**src/rtl/bcd_pkg.sv**
```systemverilog
// rtl/bcd_pkg.sv - shared types, constants and helpers for the sequential BCD converter
package bcd_pkg;

  typedef enum logic [1:0] {
    IDLE = 2'd0,
    CONV = 2'd1,
    DONE = 2'd2
  } state_e;

  localparam logic [3:0] DD_ADD3   = 4'd3;
  localparam logic [3:0] DD_THRESH = 4'd5;

  // Smallest width able to count 0..n-1 (at least one bit).
  function automatic int cnt_width(input int n);
    int w;
    w = 1;
    while ((1 << w) < n) w++;
    return w;
  endfunction

endpackage

```
**src/rtl/dd_digit_adjust.sv**
```systemverilog
// rtl/dd_digit_adjust.sv - double-dabble add-3 correction for one BCD digit
module dd_digit_adjust
  import bcd_pkg::*;
(
  input  logic [3:0] digit_i,
  output logic [3:0] digit_o
);

  logic [3:0] sum;
  logic       carry;

  rca4 u_add3 (
    .a    (digit_i),
    .b    (DD_ADD3),
    .cin  (1'b0),
    .sum  (sum),
    .cout (carry)
  );

  // Apply +3 for digits 5 and above; a carry only occurs for out-of-range
  // digits, which are then passed through untouched.
  always_comb begin
    digit_o = digit_i;
    if ((digit_i >= DD_THRESH) && !carry) begin
      digit_o = sum;
    end
  end

endmodule

```
**src/rtl/rca4.sv**
```systemverilog
// rtl/rca4.sv - 4-bit ripple-carry adder
module rca4 (
  input  logic [3:0] a,
  input  logic [3:0] b,
  input  logic       cin,
  output logic [3:0] sum,
  output logic       cout
);

  logic [4:0] c;

  // Full-adder chain, carry rippling from bit 0 upward.
  always_comb begin
    c[0] = cin;
    for (int i = 0; i < 4; i++) begin
      sum[i]   = a[i] ^ b[i] ^ c[i];
      c[i + 1] = (a[i] & b[i]) | (a[i] & c[i]) | (b[i] & c[i]);
    end
    cout = c[4];
  end

endmodule

```
**src/rtl/bcd_seq_converter.sv**
```systemverilog
// rtl/bcd_seq_converter.sv - sequential double-dabble binary-to-BCD converter; optional BCD_SEQ_SIGNED_EN
module bcd_seq_converter
  import bcd_pkg::*;
#(
  parameter int BIN_W  = 8,
  parameter int DIGITS = 3
) (
  input  logic                  clk,
  input  logic                  rst_n,
  input  logic                  in_valid,
  output logic                  in_ready,
  input  logic [BIN_W-1:0]      in_bin,
  output logic                  out_valid,
  input  logic                  out_ready,
  output logic [4*DIGITS-1:0]   out_bcd,
`ifdef BCD_SEQ_SIGNED_EN
  output logic                  out_neg,
`endif
  output logic                  busy
);

  localparam int CNT_W = cnt_width(BIN_W);
  localparam int BCD_W = 4 * DIGITS;
  localparam logic [CNT_W-1:0] LAST_CNT = CNT_W'(BIN_W - 1);

  state_e             state_q, state_d;
  logic [BIN_W-1:0]   bin_q, bin_d;
  logic [BCD_W-1:0]   scratch_q, scratch_d;
  logic [BCD_W-1:0]   out_bcd_q, out_bcd_d;
  logic [CNT_W-1:0]   count_q, count_d;
  logic [BCD_W-1:0]   adj;
  logic [BIN_W-1:0]   load_val;

  // One add-3 corrector per scratch digit.
  for (genvar g = 0; g < DIGITS; g++) begin : g_adj
    dd_digit_adjust u_adj (
      .digit_i (scratch_q[4*g +: 4]),
      .digit_o (adj[4*g +: 4])
    );
  end

`ifdef BCD_SEQ_SIGNED_EN
  logic neg_q, neg_d;

  // Magnitude of the two's-complement operand; the most negative value
  // maps onto 2^(BIN_W-1), which still fits the unsigned shift register.
  always_comb begin
    load_val = in_bin;
    if (in_bin[BIN_W-1]) begin
      load_val = ~in_bin + 1'b1;
    end
  end

  assign out_neg = neg_q;
`else
  // Unsigned operand loads straight into the shift register.
  always_comb begin
    load_val = in_bin;
  end
`endif

  // Next-state and datapath: accept in IDLE, one shift-and-add-3 per CONV cycle.
  always_comb begin
    state_d   = state_q;
    bin_d     = bin_q;
    scratch_d = scratch_q;
    out_bcd_d = out_bcd_q;
    count_d   = count_q;
`ifdef BCD_SEQ_SIGNED_EN
    neg_d     = neg_q;
`endif
    case (state_q)
      IDLE: begin
        if (in_valid) begin
          bin_d     = load_val;
          scratch_d = '0;
          count_d   = '0;
          state_d   = CONV;
`ifdef BCD_SEQ_SIGNED_EN
          neg_d     = in_bin[BIN_W-1];
`endif
        end
      end
      CONV: begin
        scratch_d = {adj[BCD_W-2:0], bin_q[BIN_W-1]};
        bin_d     = {bin_q[BIN_W-2:0], 1'b0};
        count_d   = count_q + 1'b1;
        if (count_q == LAST_CNT) begin
          out_bcd_d = scratch_d;
          count_d   = '0;
          state_d   = DONE;
        end
      end
      DONE: begin
        if (out_ready) begin
          state_d = IDLE;
        end
      end
      default: begin
        state_d = IDLE;
      end
    endcase
  end

  // State and datapath registers.
  always_ff @(posedge clk or negedge rst_n) begin
    if (!rst_n) begin
      state_q   <= IDLE;
      bin_q     <= '0;
      scratch_q <= '0;
      out_bcd_q <= '0;
      count_q   <= '0;
    end else begin
      state_q   <= state_d;
      bin_q     <= bin_d;
      scratch_q <= scratch_d;
      out_bcd_q <= out_bcd_d;
      count_q   <= count_d;
    end
  end

`ifdef BCD_SEQ_SIGNED_EN
  // Sign flag captured at accept.
  always_ff @(posedge clk or negedge rst_n) begin
    if (!rst_n) begin
      neg_q <= 1'b0;
    end else begin
      neg_q <= neg_d;
    end
  end
`endif

  assign in_ready  = (state_q == IDLE);
  assign busy      = (state_q == CONV);
  assign out_valid = (state_q == DONE);
  assign out_bcd   = out_bcd_q;

endmodule

```
**config.mk**
```make
export PLATFORM = sky130hd
export DESIGN_NAME = bcd_seq_converter
export DESIGN_NICKNAME = d
export VERILOG_FILES = /design/src/rtl/bcd_pkg.sv /design/src/rtl/dd_digit_adjust.sv /design/src/rtl/rca4.sv /design/src/rtl/bcd_seq_converter.sv
export SDC_FILE = /design/constraint.sdc
export NUM_CORES = 1
export LEC_CHECK = 0
export CORE_MARGIN = 4
export CORE_UTILIZATION = 54
export CTS_BUF_LIST = sky130_fd_sc_hd__clkbuf_4
export DETAILED_ROUTE_END_ITERATION = 10
export DONT_BUFFER_PORTS = 1
export GPL_ROUTABILITY_DRIVEN = 0
export GPL_TIMING_DRIVEN = 0
export MAX_ROUTING_LAYER = met4
export PLACE_DENSITY = 0.74
export SYNTH_ARGS = -nofsm -noshare
export SYNTH_HDL_FRONTEND = slang
export SYNTH_HIERARCHICAL = 1
export SYNTH_SLANG_ARGS = --single-unit
```
**constraint.sdc**
```tcl
create_clock -name clk -period 4.4 [get_ports clk]
set_input_delay 0.88 -clock clk [delete_from_list [all_inputs] [get_ports clk]]
set_output_delay 0.88 -clock clk [all_outputs]
set_load 0.01 [all_outputs]
```
Word-level counts from Yosys, hierarchy flattened
Cells that the tools add are included.
Widths: inputs -> output; s select.
{"block": "word_totals", "reg_bits": 37, "in_bits": 12, "output_inout_bits": 15, "wordCells": 69}
{"block": "op_classes", "addsub": 1, "order_cmp": 3, "n_eq_ne": 6, "muxes": 14, "bitwise": 29, "n_reduce_logical": 11}
{"operator": "$pmux 12 s2", "n": 1}
{"operator": "$pmux 8 s2", "n": 1}
{"operator": "$ge 4x3->1 const B", "n": 3}
{"operator": "$mux 12", "n": 1}
{"operator": "$and 1x1->1", "n": 9}
{"operator": "$mux 3", "n": 3}
{"operator": "$mux 4", "n": 2}
{"operator": "$mux 8", "n": 1}
{"operator": "$xor 1x1->1", "n": 8}
{"operator": "$mux 2", "n": 3}
{"operator": "$not 1->1", "n": 6}
{"operator": "$or 1x1->1", "n": 6}
{"operator": "$pmux 2 s3", "n": 1}
{"operator": "$pmux 3 s2", "n": 1}
{"operator": "$ne 2x1->1 const B", "n": 2}
{"operator": "$reduce_and 2->1", "n": 2}
{"operator": "$add 3x1->3 const B", "n": 1}
{"operator": "$eq 3x3->1 const B", "n": 1}
{"operator": "$logic_and 1x1->1", "n": 3}
{"operator": "$logic_not 1->1", "n": 3}
{"operator": "$reduce_and 3->1", "n": 1}
{"operator": "$eq 2x1->1 const B", "n": 1}
{"operator": "$eq 2x2->1 const B", "n": 1}
{"operator": "$logic_not 2->1", "n": 1}
{"operator": "2 further kinds", "n": 2}

Longest topological paths before layout
{"block": "logic_depth", "depth_word": 9, "depth_mapped": 11, "mapped_depth_nobuf": 11}

Cells and area by module
The synthesis kept the hierarchy.
{"mod": "bcd_seq_converter", "instances": 1, "cells_each": 103, "area_each_um2": 1508.9, "seq_area_each_um2": 925.9}
{"mod": "rca4", "instances": 3, "cells_each": 14, "area_each_um2": 117.6, "seq_area_each_um2": 0.0}
{"mod": "dd_digit_adjust", "instances": 3, "cells_each": 15, "area_each_um2": 91.3, "seq_area_each_um2": 0.0}

Worst setup path after synthesis
OpenSTA, ideal clock, no wires.
{"block": "synth_path", "path_type": "register -> register", "startpoint": "register scratch_q[4]", "endpoint": "register out_bcd_q[6] (netlist: out_bcd[6])", "setup_time_ps": 125, "arrival_time_ps": 2322, "required_time_ps": 4275, "setup_slack_ps": 1953, "stages_incl_launch_ff": 12, "n_path_buf": 0, "synth_period_minus_slack_ps": 2447, "cell_sequence": "dfrtp_1 > inv_1 > fa_1 > inv_1 > fa_1 > fa_1 > inv_1 > fa_1 > inv_1 > o21bai_1 > o22a_1 > mux2_2"}
{"block": "synth_via", "elab_chain_len": 8, "word_cells_on_any_way": 10, "classes_between": "1 x order compare; 1 x mux; 6 x bitwise; 2 x reduce/logical"}
{"item": "start, declared", "line_no": "bcd_seq_converter.sv:28", "rtl": "logic [BCD_W-1:0] scratch_q, scratch_d;"}
{"item": "start signal, assigned", "line_no": "bcd_seq_converter.sv:116", "rtl": "scratch_q <= scratch_d;"}
{"item": "$and 1x1->1", "line_no": "rca4.sv:17", "rtl": "c[i + 1] = (a[i] & b[i]) | (a[i] & c[i]) | (b[i] & c[i]);"}
{"item": "$or 1x1->1", "line_no": "rca4.sv:17"}
{"item": "$or 1x1->1 (*)", "line_no": "rca4.sv:17"}
{"item": "$and 1x1->1 (*) (2 in series)", "line_no": "rca4.sv:17"}
{"item": "named net g_adj[1].u_adj.carry", "line_no": "dd_digit_adjust.sv:10", "rtl": "logic carry;"}
{"item": "$logic_not 1->1 (*)", "line_no": "dd_digit_adjust.sv:24", "rtl": "if ((digit_i >= DD_THRESH) && !carry) begin"}
{"item": "$logic_and 1x1->1 (*)", "line_no": "dd_digit_adjust.sv:24"}
{"item": "$mux 4 (*)", "line_no": "dd_digit_adjust.sv:24"}
{"item": "named net adj[5]", "line_no": "bcd_seq_converter.sv:31", "rtl": "logic [BCD_W-1:0] adj;"}
{"item": "end signal, assigned", "line_no": "bcd_seq_converter.sv:117", "rtl": "out_bcd_q <= out_bcd_d;"}
{"item": "end, declared", "line_no": "bcd_seq_converter.sv:29", "rtl": "logic [BCD_W-1:0] out_bcd_q, out_bcd_d;"}
The timed path passes the listed nets; every way through them passes the cells marked *.
A chain may end at the register's enable or synchronous reset.

Worst setup path after layout
{"block": "layout_path", "startpoint": "register scratch_q[4]", "endpoint": "register out_bcd_q[5] (netlist: out_bcd[5])"}
Same word-level chain as after synthesis.

==> results.toml <==
[run_status]
status = "complete, no violations"

[cts]
postCtsSetupRepairBufs = 0
cts-buffers-inserted = 5
post_cts_resized = 0
clk_pin_slew_ps = 120
clkLatencyLatePin_ps = 350
cts_tree = "yes"
cts.sinks = 37
holdBufCountCts = 0
cts_buffer_depth = 2
h-tree-depth = 2
clockRootBuffer = "clkbuf_4"

[finish]
drive_above_1_share = 0.1724
num-fill-cells = 301
stdcell_count = 251
design_area_sq_um = 2285
finalNetCount = 228
final_core_util = 0.6148
num_antenna_cells = 0
area_growth_pct = 8.175

[setup_path]
cp.required_ps = 4630
crit_path_end_kind = "register"
rr_endpoint = "out_bcd[5]"
cp_max_fo = 7
path_class = "register to register"
r2r-start = "scratch_q[4]"
rrSetupSlack_ps = 1710
arrival_ps = 2920
rr_worst_depth = 11
critPathLaunchType = "register"
critPathLaunch = "scratch_q[4]"

[die]
dieArea_sq_um = 4976
die_h_microns = 70.54
die_w_microns = 70.54
rows = 22
initial_core_util = 0.5684
ioPinCount = 27
coreArea_sq_um = 3716

[sta]
final_max_slew_viol_count = 0
slew_headroom = 0.6629
finalHoldViolations = 0
rsz0062_at_grt = "no"
tightestPinTransition_ps = 504.6
max_freq_mhz = 371.2
fin_crit_sh = 0.6123
setup_violations = 0
finalSetupTns_ps = 0
skew_ps = 14.82
min_period_ps = 2694

[placement]
dpl_cell_area_sq_um = 2206
port_buffers = 0
hpwl_microns = 2966
dp_cells = 243

[route]
routed_wl_microns = 4019
drtIter0Drc = 113
wl_per_cell_microns = 16.01
dr.pass1.iters = 4
ant_nets = 0
dr_total_vias = 1428
post_drt_via_cell_ratio = 5.689
drc_errors = 0

[global_route]
grt_max_degree = 38
grt_pass1_wl_microns = 7196
track_usage = 0.1873
grt_pass1_vias = 1494
overflow = 0
grt_antenna_before_repair = 0

[synth]
synth.yosys.warnings = 6
post_synth.cell_area_avg_sq_um = 11.35
synthCells = 186
synth_area_sq_um = 2112

[power_and_ir_drop]
pwr_density_cell_nw_per_um2 = 703.7
p_leak_nw = 1.102
power_mw = 1.608
vdd.ir_drop.worst_v = 0.0003441

[run]
cap_violations = 0

[hold_path]
holdCritPathClass = "input port to async pin"
## sequential cells by signal, indices dropped and copies added, names as in the netlist
register   cells
bin_q          8
count_q        3
out_bcd       12
scratch_q     12
state_q        2
## layout by cell type (no fill, tap or decap), types with 2 or more instances in the layout
cell,instances
o221a_2,7
ha_1,2
a22o_1,15
or4b_1,6
nand2b_1,2
o32a_1,3
mux2_2,12
nor3b_1,3
nor3_1,3
inv_1,30
o21bai_1,4
o22a_1,8
nor2_1,10
fa_1,12
clkbuf_4,6
conb_1,15
or2b_1,2
buf_4,3
nor2b_1,3
dfrtp_1,37
a21oi_1,7
buf_2,3
## critical path: stages, from the launching register on
cell      delay, ps
dfrtp_1         470
inv_1           110
fa_1            170
inv_1            50
fa_1            370
fa_1            360
inv_1            70
fa_1            160
inv_1           110
o21bai_1        200
o22a_1          240
mux2_2          270
## through the flow
stage          hold slack [ps]  setup WS [ps]
6_report                 208.8           1706
5_1_grt                  166.5           1529
4_1_cts                  191.4           1708
3_5_place_dp             506.0           1739
3_3_place_gp             488.5           1837
2_1_floorplan            469.9           1953
## layer usage
metal,track usage,wire length [microns],vias to the layer above
li1,-,-,670
met1,0.2374,1779,711
met2,0.2848,1931,36
met3,0.05966,208,11
met4,0.06681,101,0
met5,-,0,-
## where the power goes
group          switching [mW]  total (mW)  internal [mW]
sequential              0.182       0.672          0.491
clock                   0.114       0.238          0.124
combinational           0.326       0.697          0.371
total                   0.622        1.61          0.986
## worst max-delay path by stage
| stage | to | slack [ps] | depth (start not counted) |
|---|---|---|---|
| floorplan | out_bcd[6] | 1950 | 11 |
| global placement | out_bcd[2] | 1840 | 11 |
| detailed placement | out_bcd[2] | 1740 | 11 |
| CTS | out_bcd[5] | 1710 | 11 |
| global route | out_bcd[5] | 1530 | 11 |
| finish | out_bcd[5] | 1710 | 11 |
## final cells by class
class	count	area, sq um	area share
Buffer	7	41.29	0.01807
Clock buffer	6	45.04	0.01972
Clock inverter	2	33.78	0.01479
Inverter	31	116.4	0.05093
Multi-Input combinational cell	120	1062	0.4650
Sequential cell	37	925.9	0.4053
Tap cell	48	60.06	0.02629
Note: power is estimated with default switching activity, not from simulation.
